$ cat config.mk
export PLATFORM = sky130hd
export DESIGN_NAME = mmio_uart_tx_flat
export DESIGN_NICKNAME = d
export VERILOG_FILES = /design/src/rtl/uart_pkg.sv /design/src/rtl/mmio_uart_tx_if.sv /design/src/rtl/sync_fifo.sv /design/src/rtl/mmio_uart_tx.sv /design/src/flat_wrapper.sv
export SDC_FILE = /design/constraint.sdc
export NUM_CORES = 1
export LEC_CHECK = 0
export ABC_CLOCK_PERIOD_IN_PS = 4900
export CORE_MARGIN = 3
export CORE_UTILIZATION = 40
export DETAILED_ROUTE_END_ITERATION = 12
export DONT_BUFFER_PORTS = 1
export GPL_ROUTABILITY_DRIVEN = 0
export PLACE_DENSITY = 0.6
export SLEW_MARGIN = 20
export SYNTH_ARGS = -nofsm -noshare
export SYNTH_HDL_FRONTEND = slang
export SYNTH_SLANG_ARGS = --single-unit
$ cat constraint.sdc
create_clock -name clk -period 4.9 [get_ports clk]
set_clock_uncertainty 0.15 [all_clocks]
set_input_delay 0.98 -clock clk [delete_from_list [all_inputs] [get_ports clk]]
set_output_delay 0.98 -clock clk [all_outputs]
set_load 0.1 [all_outputs]
$ cat src/rtl/uart_pkg.sv
// Shared definitions for the memory-mapped UART transmitter.
// Contents: FSM state encoding, register offsets (decoded from addr[3:2]),
// and the bit positions used in the STATUS and CTRL registers.
package uart_pkg;

  typedef enum logic [1:0] {
    StIdle,
    StStart,
    StData,
    StStop
  } uart_state_e;

  // Register offsets, expressed as word index addr[3:2]
  localparam logic [1:0] RegTxdata = 2'd0;
  localparam logic [1:0] RegStatus = 2'd1;
  localparam logic [1:0] RegCtrl   = 2'd2;

  // STATUS bit positions
  localparam int unsigned StatusFullBit  = 0;
  localparam int unsigned StatusEmptyBit = 1;
  localparam int unsigned StatusBusyBit  = 2;
  localparam int unsigned StatusOvfBit   = 3;
  localparam int unsigned StatusCountLsb = 8;

  // CTRL bit positions
  localparam int unsigned CtrlEnBit    = 0;
  localparam int unsigned CtrlIrqEnBit = 1;

endpackage

$ cat src/rtl/mmio_uart_tx_if.sv
// CPU data-memory bus as seen by the UART register window.
//   addr : data address from the CPU
//   din  : store data from the CPU
//   DMWr : store strobe
//   sel  : address falls inside the UART window
//   dout : combinational read data
// master = CPU side, slave = UART side.
interface mmio_uart_tx_if;
  logic [31:0] addr;
  logic [31:0] din;
  logic        DMWr;
  logic        sel;
  logic [31:0] dout;

  modport master (output addr, output din, output DMWr, input sel, input dout);
  modport slave  (input addr, input din, input DMWr, output sel, output dout);
endinterface

$ cat src/rtl/sync_fifo.sv
// Synchronous FIFO with registered pointers and occupancy count.
// Ports:
//   clk, rst : clock, synchronous active-high reset
//   push     : write wdata (accepted when not full, or when full with a pop)
//   pop      : remove head entry (ignored when empty)
//   rdata    : head entry (valid when not empty)
//   full, empty, count : occupancy, count is log2(Depth)+1 bits
// Depth must be a power of two so pointers wrap naturally.
module sync_fifo #(
  parameter int unsigned Width = 8,
  parameter int unsigned Depth = 8
) (
  input  logic                     clk,
  input  logic                     rst,
  input  logic                     push,
  input  logic [Width-1:0]         wdata,
  input  logic                     pop,
  output logic [Width-1:0]         rdata,
  output logic                     full,
  output logic                     empty,
  output logic [$clog2(Depth):0]   count
);

  localparam int unsigned PtrW = $clog2(Depth);
  localparam logic [PtrW:0] FullCount = (PtrW + 1)'(Depth);

  logic [Width-1:0] mem_q [Depth];
  logic [PtrW-1:0]  wptr_q, rptr_q;
  logic [PtrW:0]    count_q;
  logic             do_push, do_pop;

  assign full    = (count_q == FullCount);
  assign empty   = (count_q == '0);
  assign count   = count_q;
  assign rdata   = mem_q[rptr_q];
  assign do_pop  = pop & ~empty;
  // A pop in the same cycle frees the slot, so a push on full is still taken
  assign do_push = push & (~full | do_pop);

  always_ff @(posedge clk) begin
    if (rst) begin
      wptr_q  <= '0;
      rptr_q  <= '0;
      count_q <= '0;
    end else begin
      if (do_push) wptr_q <= wptr_q + PtrW'(1);
      if (do_pop)  rptr_q <= rptr_q + PtrW'(1);
      unique case ({do_push, do_pop})
        2'b10:   count_q <= count_q + (PtrW + 1)'(1);
        2'b01:   count_q <= count_q - (PtrW + 1)'(1);
        default: count_q <= count_q;
      endcase
    end
  end

  always_ff @(posedge clk) begin
    if (do_push) mem_q[wptr_q] <= wdata;
  end

endmodule

$ cat src/rtl/mmio_uart_tx.sv
// Memory-mapped 8N1 UART transmitter on the CPU data-memory bus.
// Ports:
//   clk, rst : CPU clock, synchronous active-high reset
//   bus      : mmio_uart_tx_if.slave (addr, din, DMWr in; sel, dout out)
//   txd      : registered serial output, idle high
//   irq      : registered level interrupt (tied 0 unless UART_TX_IRQ_EN)
// Register window at BASE_ADDR: 0x0 TXDATA, 0x4 STATUS, 0x8 CTRL, 0xC reserved.
// Optional feature macro: UART_TX_IRQ_EN (irq output and CTRL bit1).
module mmio_uart_tx
  import uart_pkg::*;
#(
  parameter logic [31:0] BASE_ADDR  = 32'hFFFF_0000,
  parameter int unsigned CLK_DIV    = 434,
  parameter int unsigned FIFO_DEPTH = 8
) (
  input  logic               clk,
  input  logic               rst,
  mmio_uart_tx_if.slave      bus,
  output logic               txd,
  output logic               irq
);

  localparam int unsigned CntW    = $clog2(FIFO_DEPTH) + 1;
  localparam logic [15:0] DivLoad = 16'(CLK_DIV - 1);

  logic            hit, wr_txdata, wr_status, wr_ctrl;
  logic [1:0]      reg_sel;
  logic            fifo_full, fifo_empty, pop, busy;
  logic [7:0]      fifo_rdata;
  logic [CntW-1:0] fifo_count;
  logic            en_q, ovf_q, irq_en_q;
  uart_state_e     state_q, state_d;
  logic [15:0]     cnt_q, cnt_d;
  logic [2:0]      idx_q, idx_d;
  logic [7:0]      shift_q, shift_d;
  logic            txd_q, txd_d;
  logic            unused_bits;

  assign hit       = (bus.addr[31:4] == BASE_ADDR[31:4]);
  assign reg_sel   = bus.addr[3:2];
  assign wr_txdata = hit & bus.DMWr & (reg_sel == RegTxdata);
  assign wr_status = hit & bus.DMWr & (reg_sel == RegStatus);
  assign wr_ctrl   = hit & bus.DMWr & (reg_sel == RegCtrl);
  assign bus.sel   = hit;
  assign busy      = (state_q != StIdle);
  assign pop       = (state_q == StIdle) & en_q & ~fifo_empty;
  assign txd       = txd_q;
  assign unused_bits = ^{bus.din[31:8], bus.addr[1:0]};

  sync_fifo #(
    .Width (8),
    .Depth (FIFO_DEPTH)
  ) u_fifo (
    .clk   (clk),
    .rst   (rst),
    .push  (wr_txdata),
    .wdata (bus.din[7:0]),
    .pop   (pop),
    .rdata (fifo_rdata),
    .full  (fifo_full),
    .empty (fifo_empty),
    .count (fifo_count)
  );

  always_ff @(posedge clk) begin
    if (rst) begin
      en_q  <= 1'b0;
      ovf_q <= 1'b0;
    end else begin
      if (wr_ctrl) en_q <= bus.din[CtrlEnBit];
      // Dropped push only when no pop frees a slot this cycle
      if (wr_txdata & fifo_full & ~pop) begin
        ovf_q <= 1'b1;
      end else if (wr_status & bus.din[StatusOvfBit]) begin
        ovf_q <= 1'b0;
      end
    end
  end

`ifdef UART_TX_IRQ_EN
  logic irq_q;

  always_ff @(posedge clk) begin
    if (rst) begin
      irq_en_q <= 1'b0;
      irq_q    <= 1'b0;
    end else begin
      if (wr_ctrl) irq_en_q <= bus.din[CtrlIrqEnBit];
      irq_q <= irq_en_q & fifo_empty & ~busy;
    end
  end

  assign irq = irq_q;
`else
  assign irq_en_q = 1'b0;
  assign irq      = 1'b0;
`endif

  always_ff @(posedge clk) begin
    if (rst) begin
      state_q <= StIdle;
      cnt_q   <= '0;
      idx_q   <= '0;
      shift_q <= '0;
      txd_q   <= 1'b1;
    end else begin
      state_q <= state_d;
      cnt_q   <= cnt_d;
      idx_q   <= idx_d;
      shift_q <= shift_d;
      txd_q   <= txd_d;
    end
  end

  // Each level holds for CLK_DIV cycles: counter reloads on every level change
  always_comb begin
    state_d = state_q;
    cnt_d   = cnt_q;
    idx_d   = idx_q;
    shift_d = shift_q;
    txd_d   = txd_q;
    unique case (state_q)
      StIdle: begin
        txd_d = 1'b1;
        if (pop) begin
          state_d = StStart;
          cnt_d   = DivLoad;
          shift_d = fifo_rdata;
          txd_d   = 1'b0;
        end
      end
      StStart: begin
        if (cnt_q == '0) begin
          state_d = StData;
          cnt_d   = DivLoad;
          idx_d   = '0;
          txd_d   = shift_q[0];
        end else begin
          cnt_d = cnt_q - 16'd1;
        end
      end
      StData: begin
        if (cnt_q == '0) begin
          cnt_d = DivLoad;
          if (idx_q == 3'd7) begin
            state_d = StStop;
            txd_d   = 1'b1;
          end else begin
            idx_d   = idx_q + 3'd1;
            shift_d = shift_q >> 1;
            txd_d   = shift_q[1];
          end
        end else begin
          cnt_d = cnt_q - 16'd1;
        end
      end
      StStop: begin
        if (cnt_q == '0) begin
          state_d = StIdle;
        end else begin
          cnt_d = cnt_q - 16'd1;
        end
      end
      default: state_d = StIdle;
    endcase
  end

  always_comb begin
    bus.dout = '0;
    if (hit) begin
      unique case (reg_sel)
        RegStatus: begin
          bus.dout[StatusFullBit]          = fifo_full;
          bus.dout[StatusEmptyBit]         = fifo_empty;
          bus.dout[StatusBusyBit]          = busy;
          bus.dout[StatusOvfBit]           = ovf_q;
          bus.dout[StatusCountLsb +: 8]    = 8'(fifo_count);
        end
        RegCtrl: begin
          bus.dout[CtrlEnBit]    = en_q;
          bus.dout[CtrlIrqEnBit] = irq_en_q;
        end
        default: bus.dout = '0;
      endcase
    end
  end

endmodule

$ cat src/flat_wrapper.sv
// flat-port wrapper written by rule: the top's interface ports become plain ports
module mmio_uart_tx_flat import uart_pkg::*;
#(
  parameter logic [31:0] BASE_ADDR  = 32'hFFFF_0000,
  parameter int unsigned CLK_DIV    = 434,
  parameter int unsigned FIFO_DEPTH = 8
)
  (clk, rst, txd, irq, bus_addr, bus_din, bus_DMWr, bus_sel, bus_dout);
  mmio_uart_tx_if bus_i ();
  input  logic clk;
  input  logic rst;
  output logic txd;
  output logic irq;
  input wire logic [$bits(bus_i.addr)-1:0] bus_addr;
  input wire logic [$bits(bus_i.din)-1:0] bus_din;
  input wire logic [$bits(bus_i.DMWr)-1:0] bus_DMWr;
  output wire logic [$bits(bus_i.sel)-1:0] bus_sel;
  output wire logic [$bits(bus_i.dout)-1:0] bus_dout;
  assign bus_i.addr = bus_addr;
  assign bus_i.din = bus_din;
  assign bus_i.DMWr = bus_DMWr;
  assign bus_sel = bus_i.sel;
  assign bus_dout = bus_i.dout;
  mmio_uart_tx #(.BASE_ADDR(BASE_ADDR), .CLK_DIV(CLK_DIV), .FIFO_DEPTH(FIFO_DEPTH)) u_core (.clk(clk), .rst(rst), .bus(bus_i), .txd(txd), .irq(irq));
endmodule
==> metrics, run 1 <==
Fmax=~0.26 GHz; # H-tree levels=3; status=finished, final reports clean; max incr delay on CP=between 0.6 and 0.7 ns; Setup CP Type=input pin to output pin; register bit total from synthesis=about 110; initial antenna violation count=0; Final #Nets=540; I/O pin total=between 100 and 150; port buffer count=0; Unique masters post-synth=57; WP buf/inv=2; Final Core Density=0.4486; die height=about 120 µm; nature of the critical path endpoint=output pin; Post-synth EDFFs=64; TritonCTS clock tree=done; critical-path maximum fanout=4; Synth Area in XOR/XNOR=0.01347; num rows=just over 40; TritonCTS buffer count=9; Worst slew margin=0.3592; Final Max Tran Viols=0; number of diodes=0; RR Startpoint=u_core.cnt_q[0]; Initial DRC Count=between 200 and 250; Hold Startpoint=u_core.shift_q[4]; R2R Setup Slk=1.87 ns; drt via density=~5.3; worst-case vdd ir drop=roughly 0.00021 V; register area share after synthesis=0.5428; gr usage total=0.1391; Synth Cell Area=around 0.0052 mm²; latest clock arrival within the worst-skew pair=0.35 ns; area grow syn2layout=9.312%; startpoint types=input pin; CTS Root Buffer Type=clkbuf_16; RSZ-0062 raised after global routing=no; Resize count post-CTS=0; final-report setup violation count=0; compound-gate portion of the synthesized area=0.09504; Most used DFF post-synth=edfxtp_1; Detailed Route WL=9669 µm; crit path time final=between 3 and 4 ns; total power draw=0.002644 W; cell chain of the critical path=nand4b_1 > or4_1 > nor2_2 > buf_4 > and3_1 > buf_4; residual DRC count=0; Worst Tran Pin Value=between 0.9 and 1 ns; PwrDens=465.1 mW/mm²; Synth Area in Adders=0.03609; most frequent cells in the layout=edfxtp_1, dfxtp_1, nor2_1; Final Hold Fails=0; share of layout cells above drive strength 1=0.1425; combinational family with the most area after synthesis=simple AND/OR/NAND/NOR gates; overall die area=approximately 0.014 mm²; TNS Setup=0 ns; HP Class=flip-flop to flip-flop; Syn Inst Count=450; post-synthesis mux area share=0.1008; max-cap violations=0; Synth Warn #=0; Initial Util=0.4104; kind of cell adding the most delay to the critical path=simple AND/OR/NAND/NOR gates; chip width=around 120 µm; vias in the first global route=between 3000 and 4000; final period utilization=0.7802; core area=0.01267 mm²; smallest hold slack=0.3103 ns; crit-path most repeated cell=buf_4; HPWL Detailed=slightly below 7000 µm; mean post-synth cell area=between 10 and 15 µm²; critical path's slowest cell=or4_1; Clock Pin Slew Worst Setup and Hold Paths=roughly 0.070 ns; CTS Buffer Depth=2; Critical Path Source=bus_addr[12]; async set or reset register ratio after synthesis=0; pre-CTS setup slack=~1.1 ns; simple-gate share of the synthesized area=0.1480; Critical Path RT=about 3.8 ns; WP data arrival=approximately 2.7 ns; Antenna Violating Nets Remaining=0; largest net degree at the start of global routing=33; routed len/inst=15.23 µm; setup ws final=~1.1 ns; P_leak=1.962 nW; Vias=between 3000 and 4000; hold buffer count at CTS=0; GRT overflow=0; commonest non-fill, non-tap cell in the layout=edfxtp_1; Post-CTS Setup Bufs=0; clock sinks=between 100 and 150; first-pass GRT wire length=15780 µm; Detailed Routing Iterations Pass 1=4
cells by family (layout without fill, tap and decap cells):
logic type,count (synthesis),after routing
flip-flops,109,109
other,1,25
adder cells (fa/ha/maj),15,15
AO/OA/AOI/OAI,76,76
XOR/XNOR,8,8
multiplexers,32,32
buffers and inverters,60,49
AND/OR/NAND/NOR,149,149
sequential cells by signal (all words and copies together), names as in the netlist, named ones only:
register / count
u_core.u_fifo.mem_q: 64
u_core.state_q: 2
u_core.txd: 1
u_core.cnt_q: 16
u_core.shift_q: 8
u_core.u_fifo.wptr_q: 3
u_core.u_fifo.count: 4
u_core.u_fifo.rptr_q: 3
u_core.idx_q: 3
u_core.en_q: 1
u_core.ovf_q: 1
layout make-up:
class | count | area [µm²]
inverter | 19 | 71.32
clock buffer | 9 | 225.2
sequential | 109 | 2824
tap | 172 | 215.2
multi-input combinational | 305 | 2157
clock inverter | 7 | 86.33
timing repair buffer | 14 | 105.1
fill | 1192 | 6987
metal layers:
| metal | part of all wire | track usage | vias to the layer above |
|---|---|---|---|
| met5 | 0 | 0 | - |
| met1 | 0.44 | 0.1791 | 1624 |
| met3 | 0.038 | 0.03299 | 8 |
| met2 | 0.51 | 0.2322 | 65 |
| li1 | - | - | 1649 |
| met4 | 0.011 | 0.04510 | 0 |
worst min-delay path, delay by kind of cell, from the launching register on:
family / cells / cell delay [ns]
flip-flops: 1 / 0.32
buffers and inverters: 1 / 0.05
AO/OA/AOI/OAI: 1 / 0.05
cell usage after synthesis (2+ instances only):
cell / instances / share of area
a31oi_1: 2 / 0.0024
nor4b_1: 3 / 0.0051
mux4_2: 16 / 0.069
nand4_1: 6 / 0.0072
o21a_1: 2 / 0.0029
and2_1: 3 / 0.0036
xor2_1: 5 / 0.0084
nor3_1: 17 / 0.016
clkbuf_1: 12 / 0.0087
or2_2: 2 / 0.0024
or4_1: 6 / 0.0087
buf_1: 2 / 0.0014
nor4_1: 9 / 0.011
o32ai_1: 2 / 0.0034
o21ai_0: 8 / 0.0077
ha_1: 15 / 0.036
o22ai_1: 8 / 0.0096
nand3_1: 9 / 0.0087
a21bo_2: 2 / 0.0039
edfxtp_1: 64 / 0.37
a211oi_1: 2 / 0.0029
a21oi_1: 28 / 0.027
inv_1: 19 / 0.014
o211a_1: 2 / 0.0039
nand2_1: 17 / 0.012
o31ai_1: 5 / 0.0072
nand4b_1: 2 / 0.0034
nor3b_1: 2 / 0.0029
a21o_1: 2 / 0.0029
mux2i_1: 13 / 0.025
dfxtp_1: 45 / 0.17
buf_4: 25 / 0.036
or3_1: 5 / 0.0060
and3_1: 6 / 0.0072
o211ai_1: 3 / 0.0043
nand2b_1: 8 / 0.0096
nor2_1: 49 / 0.035
xnor2_1: 3 / 0.0051
mux2_2: 3 / 0.0065
through the flow:
stage                     instances  area, µm²
after floorplan                 474       5293
final                           635       5684
after global placement          619       5371
after CTS                       635       5683
after global routing            635       5684
after detailed placement        619       5371
power breakdown:
group | internal, W | switching, W | leakage [nW]
registers | 0.00103 | 0.0000874 | 0.939
clock network | 0.000370 | 0.000372 | 0.152
logic | 0.000260 | 0.000523 | 0.871
total | 0.00166 | 0.000983 | 1.96
final timing paths:
path                       endpoint  depth (start not counted)
setup / recovery        bus_dout[3]                          6
hold / removal    u_core.shift_q[4]                          2
setup reg to reg    u_core.cnt_q[6]                          7
hold reg to reg   u_core.shift_q[4]                          2
(Power assumes the default switching activity.)
==> inputs of run 2 (changes only) <==
Settings changed: ABC_CLOCK_PERIOD_IN_PS 4900 to 3200, PLACE_DENSITY 0.6 to 0.62.
Clock period 4.9 ns to 3.2 ns, I/O delays scaled along.
==> run 2 against run 1 <==
Effect of this change: power increased by 50%; worst hold slack worse by 0.10 ns; critical endpoint is now bus_dout[8]; clock power is 44% higher; largest power group unchanged.
==> metrics, run 2 (synthesis results as in run 1) <==
Post-CTS Setup Bufs=0 (unchanged); area grow syn2layout=11.74%; GRT overflow=0 (unchanged); Biggest register=u_core.u_fifo.mem_q; CTS Root Buffer Type=clkbuf_16; clock sinks=109 (unchanged); latest clock arrival within the worst-skew pair=0.35 ns (about the same); die height=120.0 µm (unchanged); # H-tree levels=3 (unchanged); WP data arrival=2.09 ns (-0.60 ns); Clock Pin Slew Worst Setup and Hold Paths=0.07 ns (about the same); max-cap violations=0 (unchanged); Final Max Tran Viols=0 (unchanged); drt via density=5.279 (+0.19%); Worst slew margin=0.3490 (-0.01022); HPWL Detailed=7001 µm (+2.6%); startpoint types=input pin; largest net degree at the start of global routing=33 (unchanged); Critical Path Source=bus_addr[6]; Critical Path RT=2.41 ns (-1.36 ns); crit path time final=2.877 ns; Worst Tran Pin Value=0.9751 ns (+0.01531 ns); overall die area=0.01440 mm² (unchanged); most frequent cells in the layout=edfxtp_1, dfxtp_1, nor2_1; smallest hold slack=0.2100 ns (-0.1003 ns); port buffer count=0 (unchanged); Initial Util=0.4104 (unchanged); Fmax=~0.35 GHz; Final #Nets=546 (+1.1%); initial antenna violation count=0 (unchanged); Detailed Routing Iterations Pass 1=4 (unchanged); HP Class=input pin to flip-flop; Vias=3384 (+1.1%); share of layout cells above drive strength 1=0.1535 (+0.01097); first-pass GRT wire length=16540 µm (+4.8%); Final Core Density=0.4586 (+0.009973); I/O pin total=102 (unchanged); Initial DRC Count=285 (+41%); TritonCTS buffer count=9 (unchanged); CTS Buffer Depth=2 (unchanged); Largest regs=u_core.u_fifo.mem_q (64), u_core.cnt_q (16), u_core.shift_q (8); residual DRC count=0 (unchanged); commonest non-fill, non-tap cell in the layout=edfxtp_1; Antenna Violating Nets Remaining=0 (unchanged); number of flip-flops in the largest register=64 (unchanged); final-report setup violation count=0 (unchanged); PwrDens=684.5 mW/mm² (+47%); hold buffer count at CTS=0 (unchanged); Fillers=1154 (-3.2%); number of diodes=0 (unchanged); critical-path maximum fanout=7 (+3); P_leak=1.999 nW (+1.9%); nature of the critical path endpoint=output pin; worst-case vdd ir drop=0.0005326 V (+150%); TritonCTS clock tree=done; vias in the first global route=3285 (+3.7%); RR Startpoint=u_core.cnt_q[0]; core area=0.01267 mm² (unchanged); Detailed Route WL=9972 µm (+3.1%); Setup CP Type=input pin to output pin; chip width=120.0 µm (unchanged); routed len/inst=15.56 µm (+2.2%); final period utilization=0.8989; RSZ-0062 raised after global routing=no; Resize count post-CTS=0 (unchanged); Final Hold Fails=0 (unchanged); Hold Startpoint=rst; gr usage total=0.1466 (+0.007441); status=finished, final reports clean; num rows=41 (unchanged)
==> run 2: cell count changes in the layout (fill, tap and decap cells not counted), sizes merged <==
cell,previous run,this run
clkinv,2,0
buf,14,20
clkbuf,9,11
==> run 2: worst max-delay path, cell delays in order <==
cell and delay [ns]:
nor4b_1 0.46, and3_1 0.25, nand3_1 0.28, nor2_2 0.24
buf_12 0.20
==> run 2: worst paths after layout <==
check / cells after the start / slack [ns] / end
setup / recovery: 5 / 0.32 / bus_dout[8]
hold / removal: 1 / 0.21 / u_core.cnt_q[0]
setup reg to reg: 7 / 0.58 / u_core.cnt_q[6]
hold reg to reg: 2 / 0.31 / u_core.shift_q[7]
==> run 2: final cells by class <==
cell class / count / area (µm²) / area share
clock buffers: 11 / 232.7 / 0.04005
inverters: 19 / 71.32 / 0.01227
flip-flops and latches: 109 / 2823 / 0.4858
repair buffers: 20 / 250.2 / 0.04307
well taps: 172 / 215.2 / 0.03704
multi-input cells: 305 / 2172 / 0.3738
clock inverters: 5 / 46.29 / 0.007967
==> run 2: metal layers <==
metal  global-route usage  part of all wire  wire (µm)  vias to the layer above
met2               0.2403              0.50       5025                       73
li1                     -                 -          -                     1660
met4              0.04009            0.0079         79                        0
met1               0.1896              0.44       4386                     1644
met3              0.04383             0.048        480                        7
met5                    0                 0          0                        -
==> run 2: per-stage QoR <==
stage / power [W] / TNS, ns / area (µm²) / std cells / setup WS (ns)
global route: 0.004254 / 0 / 5811 / 641 / 0.1118
global placement: 0.002912 / 0 / 5532 / 625 / 0.3689
finish: 0.003977 / 0 / 5811 / 641 / 0.3235
floorplan: 0.002734 / -2.000 / 5308 / 474 / -0.3250
CTS: 0.004012 / 0 / 5811 / 641 / 0.2944
detailed placement: 0.002939 / 0 / 5532 / 625 / 0.2968
==> run 2: where the power goes <==
group	switching, W	internal (W)
combinational	0.000793	0.000404
clock	0.000519	0.000546
sequential	0.000136	0.00158
total	0.00145	0.00253
